### config.mk
export PLATFORM = sky130hd
export DESIGN_NAME = ysyx_24090003_mem_arb_flat
export DESIGN_NICKNAME = d
export VERILOG_FILES = /design/src/rtl/ysyx_24090003_mem_arb_pkg.sv /design/src/rtl/ysyx_24090003_mem_arb_if.sv /design/src/rtl/ysyx_24090003_rr_arbiter.sv /design/src/rtl/ysyx_24090003_mem_arb.sv /design/src/flat_wrapper.sv
export SDC_FILE = /design/constraint.sdc
export NUM_CORES = 1
export LEC_CHECK = 0
export ABC_CLOCK_PERIOD_IN_PS = 2300
export BUFFER_PORTS_ARGS = -buffer_cell sky130_fd_sc_hd__buf_2
export CAP_MARGIN = 25
export CORE_AREA = 2 2 107 109
export CTS_CLUSTER_SIZE = 40
export DETAILED_ROUTE_END_ITERATION = 7
export DIE_AREA = 0 0 109 111
export GPL_ROUTABILITY_DRIVEN = 0
export PLACE_DENSITY = 0.8
export SLEW_MARGIN = 5
export SYNTH_ARGS = -nofsm -noshare
export SYNTH_HDL_FRONTEND = slang
export SYNTH_SLANG_ARGS = --single-unit
### constraint.sdc
create_clock -name i_clk -period 2.3 [get_ports i_clk]
set_clock_uncertainty 0.1 [all_clocks]
set_input_delay 0.46 -clock i_clk [delete_from_list [all_inputs] [get_ports i_clk]]
set_output_delay 0.46 -clock i_clk [all_outputs]
set_load 0.03 [all_outputs]
### src/rtl/ysyx_24090003_mem_arb_pkg.sv
// Shared types and constants for the SimpleBus memory arbiter.
// Arbiter FSM state type, default latency and index-width helper.
package ysyx_24090003_mem_arb_pkg;

    typedef enum logic [1:0] {
        ARB_IDLE   = 2'd0,
        ARB_ACCESS = 2'd1,
        ARB_WAIT   = 2'd2,
        ARB_RESP   = 2'd3
    } arb_state_e;

    localparam int unsigned MEM_LAT = 1;

    // Width of an index into n channels; a single channel still gets one bit.
    function automatic int unsigned idx_width(input int unsigned n);
        return (n > 1) ? $clog2(n) : 1;
    endfunction

endpackage

### src/rtl/ysyx_24090003_mem_arb_if.sv
// Requester channels plus the single memory port of the arbiter.
// The slave modport is the arbiter's view; master is the requesters/memory side.
interface ysyx_24090003_mem_arb_if #(
    parameter int unsigned N_CH = 2,
    parameter int unsigned AW   = 32,
    parameter int unsigned DW   = 32
);
    localparam int unsigned MW = DW / 8;

    logic [N_CH-1:0]    i_req_valid;
    logic [N_CH-1:0]    o_req_ready;
    logic [N_CH-1:0]    i_req_we;
    logic [N_CH*AW-1:0] i_req_addr;
    logic [N_CH*DW-1:0] i_req_wdata;
    logic [N_CH*MW-1:0] i_req_wmask;
    logic [N_CH-1:0]    o_rsp_valid;
    logic [DW-1:0]      o_rsp_rdata;

    logic               o_mem_en;
    logic               o_mem_we;
    logic [AW-1:0]      o_mem_addr;
    logic [DW-1:0]      o_mem_wdata;
    logic [MW-1:0]      o_mem_wmask;
    logic [DW-1:0]      i_mem_rdata;

    modport slave (
        input  i_req_valid, i_req_we, i_req_addr, i_req_wdata, i_req_wmask, i_mem_rdata,
        output o_req_ready, o_rsp_valid, o_rsp_rdata,
        output o_mem_en, o_mem_we, o_mem_addr, o_mem_wdata, o_mem_wmask
    );

    modport master (
        output i_req_valid, i_req_we, i_req_addr, i_req_wdata, i_req_wmask, i_mem_rdata,
        input  o_req_ready, o_rsp_valid, o_rsp_rdata,
        input  o_mem_en, o_mem_we, o_mem_addr, o_mem_wdata, o_mem_wmask
    );

endinterface

### src/rtl/ysyx_24090003_rr_arbiter.sv
// Round-robin grant over N valid lines; owns the search pointer.
// The pointer moves just past the granted channel on each advance strobe.
module ysyx_24090003_rr_arbiter
    import ysyx_24090003_mem_arb_pkg::*;
#(
    parameter  int unsigned N  = 2,
    localparam int unsigned IW = idx_width(N)
) (
    input  logic          i_clk,
    input  logic          i_rst_n,
    input  logic [N-1:0]  valid,
    input  logic          advance,
    output logic [N-1:0]  grant,
    output logic [IW-1:0] grant_idx
);

    logic [IW-1:0] ptr;

    always_comb begin
        logic        found;
        int unsigned c;
        grant     = '0;
        grant_idx = '0;
        found     = 1'b0;
        c         = 0;
        for (int unsigned k = 0; k < N; k++) begin
            c = 32'(ptr) + k;
            if (c >= N) c = c - N;
            if (!found && valid[c]) begin
                found     = 1'b1;
                grant[c]  = 1'b1;
                grant_idx = IW'(c);
            end
        end
    end

    always_ff @(posedge i_clk) begin
        if (!i_rst_n) begin
            ptr <= '0;
        end else if (advance) begin
            ptr <= (grant_idx == IW'(N - 1)) ? '0 : grant_idx + 1'b1;
        end
    end

endmodule

### src/rtl/ysyx_24090003_mem_arb.sv
// N-channel SimpleBus memory arbiter: round-robin grant, one outstanding
// transaction, LAT-cycle access-to-response latency, reads and writes acked.
module ysyx_24090003_mem_arb
    import ysyx_24090003_mem_arb_pkg::*;
#(
    parameter int unsigned N_CH = 2,
    parameter int unsigned AW   = 32,
    parameter int unsigned DW   = 32,
    parameter int unsigned LAT  = MEM_LAT
) (
    input logic                    i_clk,
    input logic                    i_rst_n,
    ysyx_24090003_mem_arb_if.slave bus
);

    localparam int unsigned MW = DW / 8;
    localparam int unsigned IW = idx_width(N_CH);
    localparam int unsigned CW = (LAT > 1) ? $clog2(LAT) : 1;

    arb_state_e      state;
    logic [N_CH-1:0] grant;
    logic [IW-1:0]   grant_idx;
    logic [N_CH-1:0] ready;
    logic            accept;
    logic [N_CH-1:0] owner;
    logic [CW-1:0]   cnt;

    logic            mem_en_q;
    logic            mem_we_q;
    logic [AW-1:0]   mem_addr_q;
    logic [DW-1:0]   mem_wdata_q;
    logic [MW-1:0]   mem_wmask_q;
    logic [N_CH-1:0] rsp_valid_q;
    logic [DW-1:0]   rsp_rdata_q;

    ysyx_24090003_rr_arbiter #(.N(N_CH)) u_rr (
        .i_clk     (i_clk),
        .i_rst_n   (i_rst_n),
        .valid     (bus.i_req_valid),
        .advance   (accept),
        .grant     (grant),
        .grant_idx (grant_idx)
    );

    // Ready is held low while reset is asserted so nothing is accepted then.
    assign ready  = (i_rst_n && state == ARB_IDLE) ? grant : '0;
    assign accept = |(bus.i_req_valid & ready);

    assign bus.o_req_ready = ready;
    assign bus.o_rsp_valid = rsp_valid_q;
    assign bus.o_rsp_rdata = rsp_rdata_q;
    assign bus.o_mem_en    = mem_en_q;
    assign bus.o_mem_we    = mem_we_q;
    assign bus.o_mem_addr  = mem_addr_q;
    assign bus.o_mem_wdata = mem_wdata_q;
    assign bus.o_mem_wmask = mem_wmask_q;

    always_ff @(posedge i_clk) begin
        if (!i_rst_n) begin
            state       <= ARB_IDLE;
            owner       <= '0;
            cnt         <= '0;
            mem_en_q    <= 1'b0;
            mem_we_q    <= 1'b0;
            mem_addr_q  <= '0;
            mem_wdata_q <= '0;
            mem_wmask_q <= '0;
            rsp_valid_q <= '0;
            rsp_rdata_q <= '0;
        end else begin
            unique case (state)
                ARB_IDLE: begin
                    if (accept) begin
                        owner       <= grant;
                        mem_en_q    <= 1'b1;
                        mem_we_q    <= bus.i_req_we[grant_idx];
                        mem_addr_q  <= bus.i_req_addr[grant_idx*AW +: AW];
                        mem_wdata_q <= bus.i_req_wdata[grant_idx*DW +: DW];
                        mem_wmask_q <= bus.i_req_wmask[grant_idx*MW +: MW];
                        state       <= ARB_ACCESS;
                    end
                end
                ARB_ACCESS: begin
                    mem_en_q    <= 1'b0;
                    rsp_rdata_q <= mem_we_q ? '0 : bus.i_mem_rdata;
                    if (LAT > 1) begin
                        cnt   <= CW'(LAT - 1);
                        state <= ARB_WAIT;
                    end else begin
                        rsp_valid_q <= owner;
                        state       <= ARB_RESP;
                    end
                end
                ARB_WAIT: begin
                    if (cnt == CW'(1)) begin
                        rsp_valid_q <= owner;
                        state       <= ARB_RESP;
                    end else begin
                        cnt <= cnt - 1'b1;
                    end
                end
                ARB_RESP: begin
                    rsp_valid_q <= '0;
                    state       <= ARB_IDLE;
                end
                default: state <= ARB_IDLE;
            endcase
        end
    end

endmodule

### src/flat_wrapper.sv
// flat-port wrapper written by rule: the top's interface ports become plain ports
module ysyx_24090003_mem_arb_flat import ysyx_24090003_mem_arb_pkg::*;
#(
    parameter int unsigned N_CH = 2,
    parameter int unsigned AW   = 32,
    parameter int unsigned DW   = 32,
    parameter int unsigned LAT  = MEM_LAT
)
  (i_clk, i_rst_n, bus_i_req_valid, bus_i_req_we, bus_i_req_addr, bus_i_req_wdata, bus_i_req_wmask, bus_i_mem_rdata, bus_o_req_ready, bus_o_rsp_valid, bus_o_rsp_rdata, bus_o_mem_en, bus_o_mem_we, bus_o_mem_addr, bus_o_mem_wdata, bus_o_mem_wmask);
  ysyx_24090003_mem_arb_if #(.N_CH(N_CH), .AW(AW), .DW(DW)) bus_i ();
  input logic i_clk;
  input logic i_rst_n;
  input wire logic [$bits(bus_i.i_req_valid)-1:0] bus_i_req_valid;
  input wire logic [$bits(bus_i.i_req_we)-1:0] bus_i_req_we;
  input wire logic [$bits(bus_i.i_req_addr)-1:0] bus_i_req_addr;
  input wire logic [$bits(bus_i.i_req_wdata)-1:0] bus_i_req_wdata;
  input wire logic [$bits(bus_i.i_req_wmask)-1:0] bus_i_req_wmask;
  input wire logic [$bits(bus_i.i_mem_rdata)-1:0] bus_i_mem_rdata;
  output wire logic [$bits(bus_i.o_req_ready)-1:0] bus_o_req_ready;
  output wire logic [$bits(bus_i.o_rsp_valid)-1:0] bus_o_rsp_valid;
  output wire logic [$bits(bus_i.o_rsp_rdata)-1:0] bus_o_rsp_rdata;
  output wire logic [$bits(bus_i.o_mem_en)-1:0] bus_o_mem_en;
  output wire logic [$bits(bus_i.o_mem_we)-1:0] bus_o_mem_we;
  output wire logic [$bits(bus_i.o_mem_addr)-1:0] bus_o_mem_addr;
  output wire logic [$bits(bus_i.o_mem_wdata)-1:0] bus_o_mem_wdata;
  output wire logic [$bits(bus_i.o_mem_wmask)-1:0] bus_o_mem_wmask;
  assign bus_i.i_req_valid = bus_i_req_valid;
  assign bus_i.i_req_we = bus_i_req_we;
  assign bus_i.i_req_addr = bus_i_req_addr;
  assign bus_i.i_req_wdata = bus_i_req_wdata;
  assign bus_i.i_req_wmask = bus_i_req_wmask;
  assign bus_i.i_mem_rdata = bus_i_mem_rdata;
  assign bus_o_req_ready = bus_i.o_req_ready;
  assign bus_o_rsp_valid = bus_i.o_rsp_valid;
  assign bus_o_rsp_rdata = bus_i.o_rsp_rdata;
  assign bus_o_mem_en = bus_i.o_mem_en;
  assign bus_o_mem_we = bus_i.o_mem_we;
  assign bus_o_mem_addr = bus_i.o_mem_addr;
  assign bus_o_mem_wdata = bus_i.o_mem_wdata;
  assign bus_o_mem_wmask = bus_i.o_mem_wmask;
  ysyx_24090003_mem_arb #(.N_CH(N_CH), .AW(AW), .DW(DW), .LAT(LAT)) u_core (.i_clk(i_clk), .i_rst_n(i_rst_n), .bus(bus_i));
endmodule
### Word level (Yosys, flattened, before mapping)

Index checks and enable logic that the tools add are counted.

* add/subtract/negate cells: 5
* magnitude comparators: 7
* eq/ne operators: 5
* shift operators: 3
* muxes and demuxes: 28
* bitwise gates (word level): 2
* reduce and logical (&&, ||, !) cells: 13

Operators with widths (number)
* variable part select 64 x 7 -> 32 bit: 2
* 2-to-1 mux 32 bit: 3
* >= comparator 32 x 1 -> 1 bit (second input constant): 2
* < comparator 32 x 2 -> 1 bit (second input constant): 2
* 2-to-1 mux 1 bit: 14
* 2-to-1 mux 2 bit: 6
* case mux 2 bit (4 select lines): 1
* AND reduction 2 bit: 4
* variable part select 8 x 4 -> 4 bit: 1
* case mux 2 bit (3 select lines): 1
* equality test 2 bit (second input constant): 2
* logical AND 1 bit: 4
* != test 2 x 1 -> 1 bit (second input constant): 2
* nonzero test 3 bit: 1
* subtractor 1 x 2 -> 3 bit (second input constant): 1
* subtractor 2 x 2 -> 3 bit (second input constant): 1
* adder 1 x 1 -> 2 bit (second input constant): 1
* bitwise AND 2 bit: 1
* demux 1 bit (select 1 bit): 2
* equality test 2 x 1 -> 1 bit (second input constant): 1
* >= comparator 1 x 2 -> 1 bit (second input constant): 1
* >= comparator 2 bit (second input constant): 1
* logical NOT 2 bit: 1
* < comparator 1 x 2 -> 1 bit (second input constant): 1
* 7 further kinds: 7

* bits in registers: 110
* bits of input ports: 174
* output and inout bits: 106
* logic and storage cells: 74

### Longest topological paths before layout

* word-level depth: 14
* mapped depth: 7
* depth with buffers taken out: 5

### By module

From an unflattened synthesis, not the netlist that was laid out.

* cells, all modules: 497
* area total of the unflattened synthesis: 4951.0 um^2

By module, submodules not included
* ysyx_24090003_mem_arb: instances 1, cells each 490, area each 4883.4 um^2, sequential area each 2182.1 um^2
* ysyx_24090003_rr_arbiter: instances 1, cells each 7, area each 67.6 um^2, sequential area each 20.0 um^2

### Worst setup path after synthesis

Ideal clock, no wire load.

* path kind: register -> output
* start: reg u_core.state[0]
* end: out bus_o_req_ready[1]
* arrival time: 1354 ps
* setup slack: 386 ps
* cell stages (with the launch flop): 7
* path buffers: 2
* path through: dfxtp_1 > inv_1 > ha_1 > buf_2 > nand2_1 > nor3_4 > buf_6

* longest elaborated chain between the ends: 3

Ends and longest elaborated chain
* start, declared: RTL line ysyx_24090003_mem_arb.sv:20 `arb_state_e state;`
* start signal, assigned: RTL line ysyx_24090003_mem_arb.sv:60 `state <= ARB_IDLE;`
* start signal, assigned: RTL line ysyx_24090003_mem_arb.sv:80 `state <= ARB_ACCESS;`
* start signal, assigned: RTL line ysyx_24090003_mem_arb.sv:88 `state <= ARB_WAIT;`
* logical NOT 2 bit: RTL line ysyx_24090003_mem_arb.sv:46 `assign ready = (i_rst_n && state == ARB_IDLE) ? grant : '0;`
* logical AND 1 bit: RTL line ysyx_24090003_mem_arb.sv:46
* 2-to-1 mux 2 bit: RTL line ysyx_24090003_mem_arb.sv:46
* end, declared: RTL line flat_wrapper.sv:19 `output wire logic [$bits(bus_i.o_req_ready)-1:0] bus_o_req_ready;`

No other way between the ends.

### Final worst setup path

* start: reg u_core.state[0]
* end: out bus_o_req_ready[0]

Same word-level chain as after synthesis.

==> impl_metrics.json <==
{
  "setup_viol": 0,
  "critPathMaxFanout": 15,
  "power_frac_seq_pct": 37.2,
  "grt_pass1_wl_mm": 22.1,
  "cp-end-kind": "primary output",
  "critPathTopFamily": "simple AND/OR/NAND/NOR gates",
  "syn_area_mm2": 0.00472,
  "first_pass_iters": 4,
  "crit_type": "reg -> out",
  "yosysTopAreaCell": "dfxtp_1",
  "clockBufferDepth": 2,
  "slew_viol_final": 0,
  "die-area_mm2": 0.0121,
  "netlist_instances": 535,
  "antenna-diode-count": 0,
  "ctsRootBufferMaster": "clkbuf_16",
  "die_height_um": 111,
  "hold_buffers": 0,
  "pwr-share-clk_pct": 21.8,
  "arrival_ps": 1610,
  "place_ws_ps": 427,
  "drtAntennaViolNets": 0,
  "port_buffers": 279,
  "die_width_um": 109,
  "fin_ws_ps": 129,
  "drive_gt1_share_pct": 39.8,
  "viasPerCell": 5.38,
  "initial_utilization_pct": 42.6,
  "synth_seq_cells": 110,
  "hold_violations": 0,
  "synthTopCellsByArea": "dfxtp_1 47%, o21ai_0 9.4%, nor2b_1 9.0%, a21oi_1 8.3%, a31oi_1 5.8%",
  "setup_tns_ps": 0,
  "via_count": 4996,
  "fill_cells": 1016,
  "maxCapViolCount": 0,
  "dpl.hpwl_mm": 9.72,
  "ios": 280,
  "yosysSeqAreaShare_pct": 46.6,
  "ir_drop_v": 0.000494,
  "synth_nets": 715,
  "min_period_over_period_pct": 94.4,
  "route.detailed.drc": 0,
  "status": "complete, no violations",
  "htree_levels": 3,
  "max_slew.worst_pin.slew_ps": 660,
  "cp_num_buf_inv": 2,
  "p_per_area_mw_per_mm2": 1060,
  "cts.sinks": 110,
  "grt_pass1_vias": 4554,
  "max_freq_mhz": 461,
  "drt_iter0_markers": 319,
  "internal-power_uw": 4130,
  "antenna_found_initial": 0,
  "yosys.cell_types.count": 30,
  "timing.final.crit_period_ps": 2170,
  "grt_max_degree": 82,
  "p_leak_uw": 0.00318,
  "hp-class": "in -> reg",
  "cts_setup_buffers": 0,
  "gr-usage-all-layers_pct": 22.5,
  "p_sw_uw": 2720,
  "syn_area_per_cell_um2": 8.83,
  "gr-total-overflow": 0,
  "slew_headroom_pct": 56.0,
  "crit_path_cell_trace": "inv_1 > ha_1 > and4_4 > buf_2",
  "layout.nets": 962,
  "fp-row-count": 39,
  "cts_tree": "built",
  "cp-start-kind": "register",
  "cts_buffers": 9,
  "clk_latency_ps": 330,
  "cts.clk_slew.worst_paths_ps": 70,
  "finalWirelength_mm": 14.1,
  "syn2layout_area_growth_pct": 36.7,
  "ys_warn_count": 0,
  "comb_power_share_pct": 41.0,
  "design.core.area_mm2": 0.0111,
  "wl_per_cell_um": 15.2,
  "max_stage_delay_ps": 360,
  "post_cts_resize_count": 0,
  "swShare_pct": 39.8,
  "required_ps": 1740,
  "rsz0062_at_grt": "false",
  "synth_top_area_share_pct": 46.6,
  "slowest_stage": "and4_4"
}
## power groups by stage
stage                     clock, uW  combinational [uW]  sequential (uW)
after floorplan                   0                1180             3340
after global placement            0                2780             2570
after detailed placement          0                2810             2580
after CTS                      1540                2810             2550
after global routing           1630                3050             2600
final                          1500                2810             2550
## metal layers
| metal | vias to the layer above | share of wire [%] | global-route usage, % |
|---|---|---|---|
| met2 | 263 | 47 | 36.7 |
| met5 | - | 0 | 0 |
| met3 | 21 | 10 | 6.41 |
| li1 | 2439 | - | - |
| met1 | 2273 | 41 | 28.3 |
| met4 | 0 | 1.7 | 7.35 |
## worst paths after layout
check / start / end / slack [ps] / depth (start not counted)
max: u_core.state[0] / bus_o_req_ready[0] / 130 / 4
min: bus_i_req_wdata[28] / u_core.bus.o_mem_wdata[28] / 250 / 2
max reg2reg: u_core.state[0] / u_core.bus.o_rsp_valid[0] / 460 / 5
min reg2reg: u_core.owner[1] / u_core.owner[1] / 370 / 2
## final cells by class
cell class / count / area (um2) / area share [%]
well taps: 143 / 179 / 2.77
multi-input cells: 365 / 2240 / 34.7
repair buffers: 293 / 1540 / 23.8
flip-flops and latches: 110 / 2200 / 34.1
clock inverters: 3 / 46.3 / 0.717
clock buffers: 12 / 236 / 3.66
inverters: 3 / 11.3 / 0.174
## cells by family (layout without fill, tap and decap cells)
kind of cell	Yosys count	after routing	synth area share [%]
compound gates	247	247	30.6
flops	110	110	46.6
simple gates	110	110	14.5
buf+inv	60	311	6.23
fa+ha+maj	6	6	1.59
mux	2	2	0.424
## registers in the layout (all words and copies together) (netlist names)
register / cells
u_core.bus.o_mem_addr: 32
u_core.owner: 2
u_core.bus.o_rsp_rdata: 32
u_core.bus.o_rsp_valid: 2
u_core.bus.o_mem_wdata: 32
u_core.u_rr.ptr: 1
u_core.state: 2
u_core.bus.o_mem_we: 1
u_core.cnt: 1
u_core.bus.o_mem_wmask: 4
u_core.bus.o_mem_en: 1
## Yosys cell counts, drive strengths merged
cell type / number
and4: 1
a21boi: 3
inv: 3
a31oi: 44
o21bai: 1
o211a: 1
a21oi: 78
clkbuf: 36
o21a: 1
o21ai: 92
buf: 21
o211ai: 1
a32oi: 1
nor3: 1
nor2b: 68
ha: 6
nand2b: 2
dfxtp: 110
a221o: 25
nand2: 9
nor2: 1
or4b: 2
mux2i: 2
and3: 25
nand3b: 1
## cell usage in the layout (no fill, tap or decap)
| master | count |
|---|---|
| o21a_1 | 1 |
| and3_1 | 25 |
| a32oi_1 | 1 |
| nor2_1 | 1 |
| clkbuf_1 | 3 |
| nand3b_1 | 1 |
| a31oi_1 | 44 |
| buf_2 | 279 |
| o211ai_4 | 1 |
| clkinv_4 | 1 |
| nor2b_1 | 66 |
| nand2_1 | 9 |
| nor3_4 | 1 |
| nor2b_2 | 2 |
| a221o_1 | 25 |
| a21oi_1 | 78 |
| inv_1 | 2 |
| o21ai_0 | 89 |
| inv_2 | 1 |
| buf_12 | 3 |
| a21boi_0 | 3 |
| o211a_1 | 1 |
| clkinvlp_4 | 1 |
| o21bai_1 | 1 |
| bufinv_16 | 1 |
| nand2b_1 | 2 |
| o21ai_1 | 3 |
| or4b_2 | 2 |
| and4_4 | 1 |
| dfxtp_1 | 110 |
| buf_4 | 11 |
| ha_1 | 6 |
| clkbuf_16 | 9 |
| mux2i_1 | 2 |
## stage by stage
| step | hold slack (ps) | util (%) | total power, uW | instances | cell area, um2 |
|---|---|---|---|---|---|
| 2_1_floorplan | 327 | - | 4520 | 535 | 4720 |
| 3_3_place_gp | 344 | 55.7 | 5350 | 914 | 6170 |
| 3_5_place_dp | 358 | 55.7 | 5390 | 914 | 6170 |
| 4_1_cts | 230 | 58.3 | 6900 | 929 | 6450 |
| 5_1_grt | 230 | 58.3 | 7280 | 929 | 6450 |
| 6_report | 245 | 58.3 | 6850 | 929 | 6450 |
Note: power is estimated with default switching activity, not from simulation.
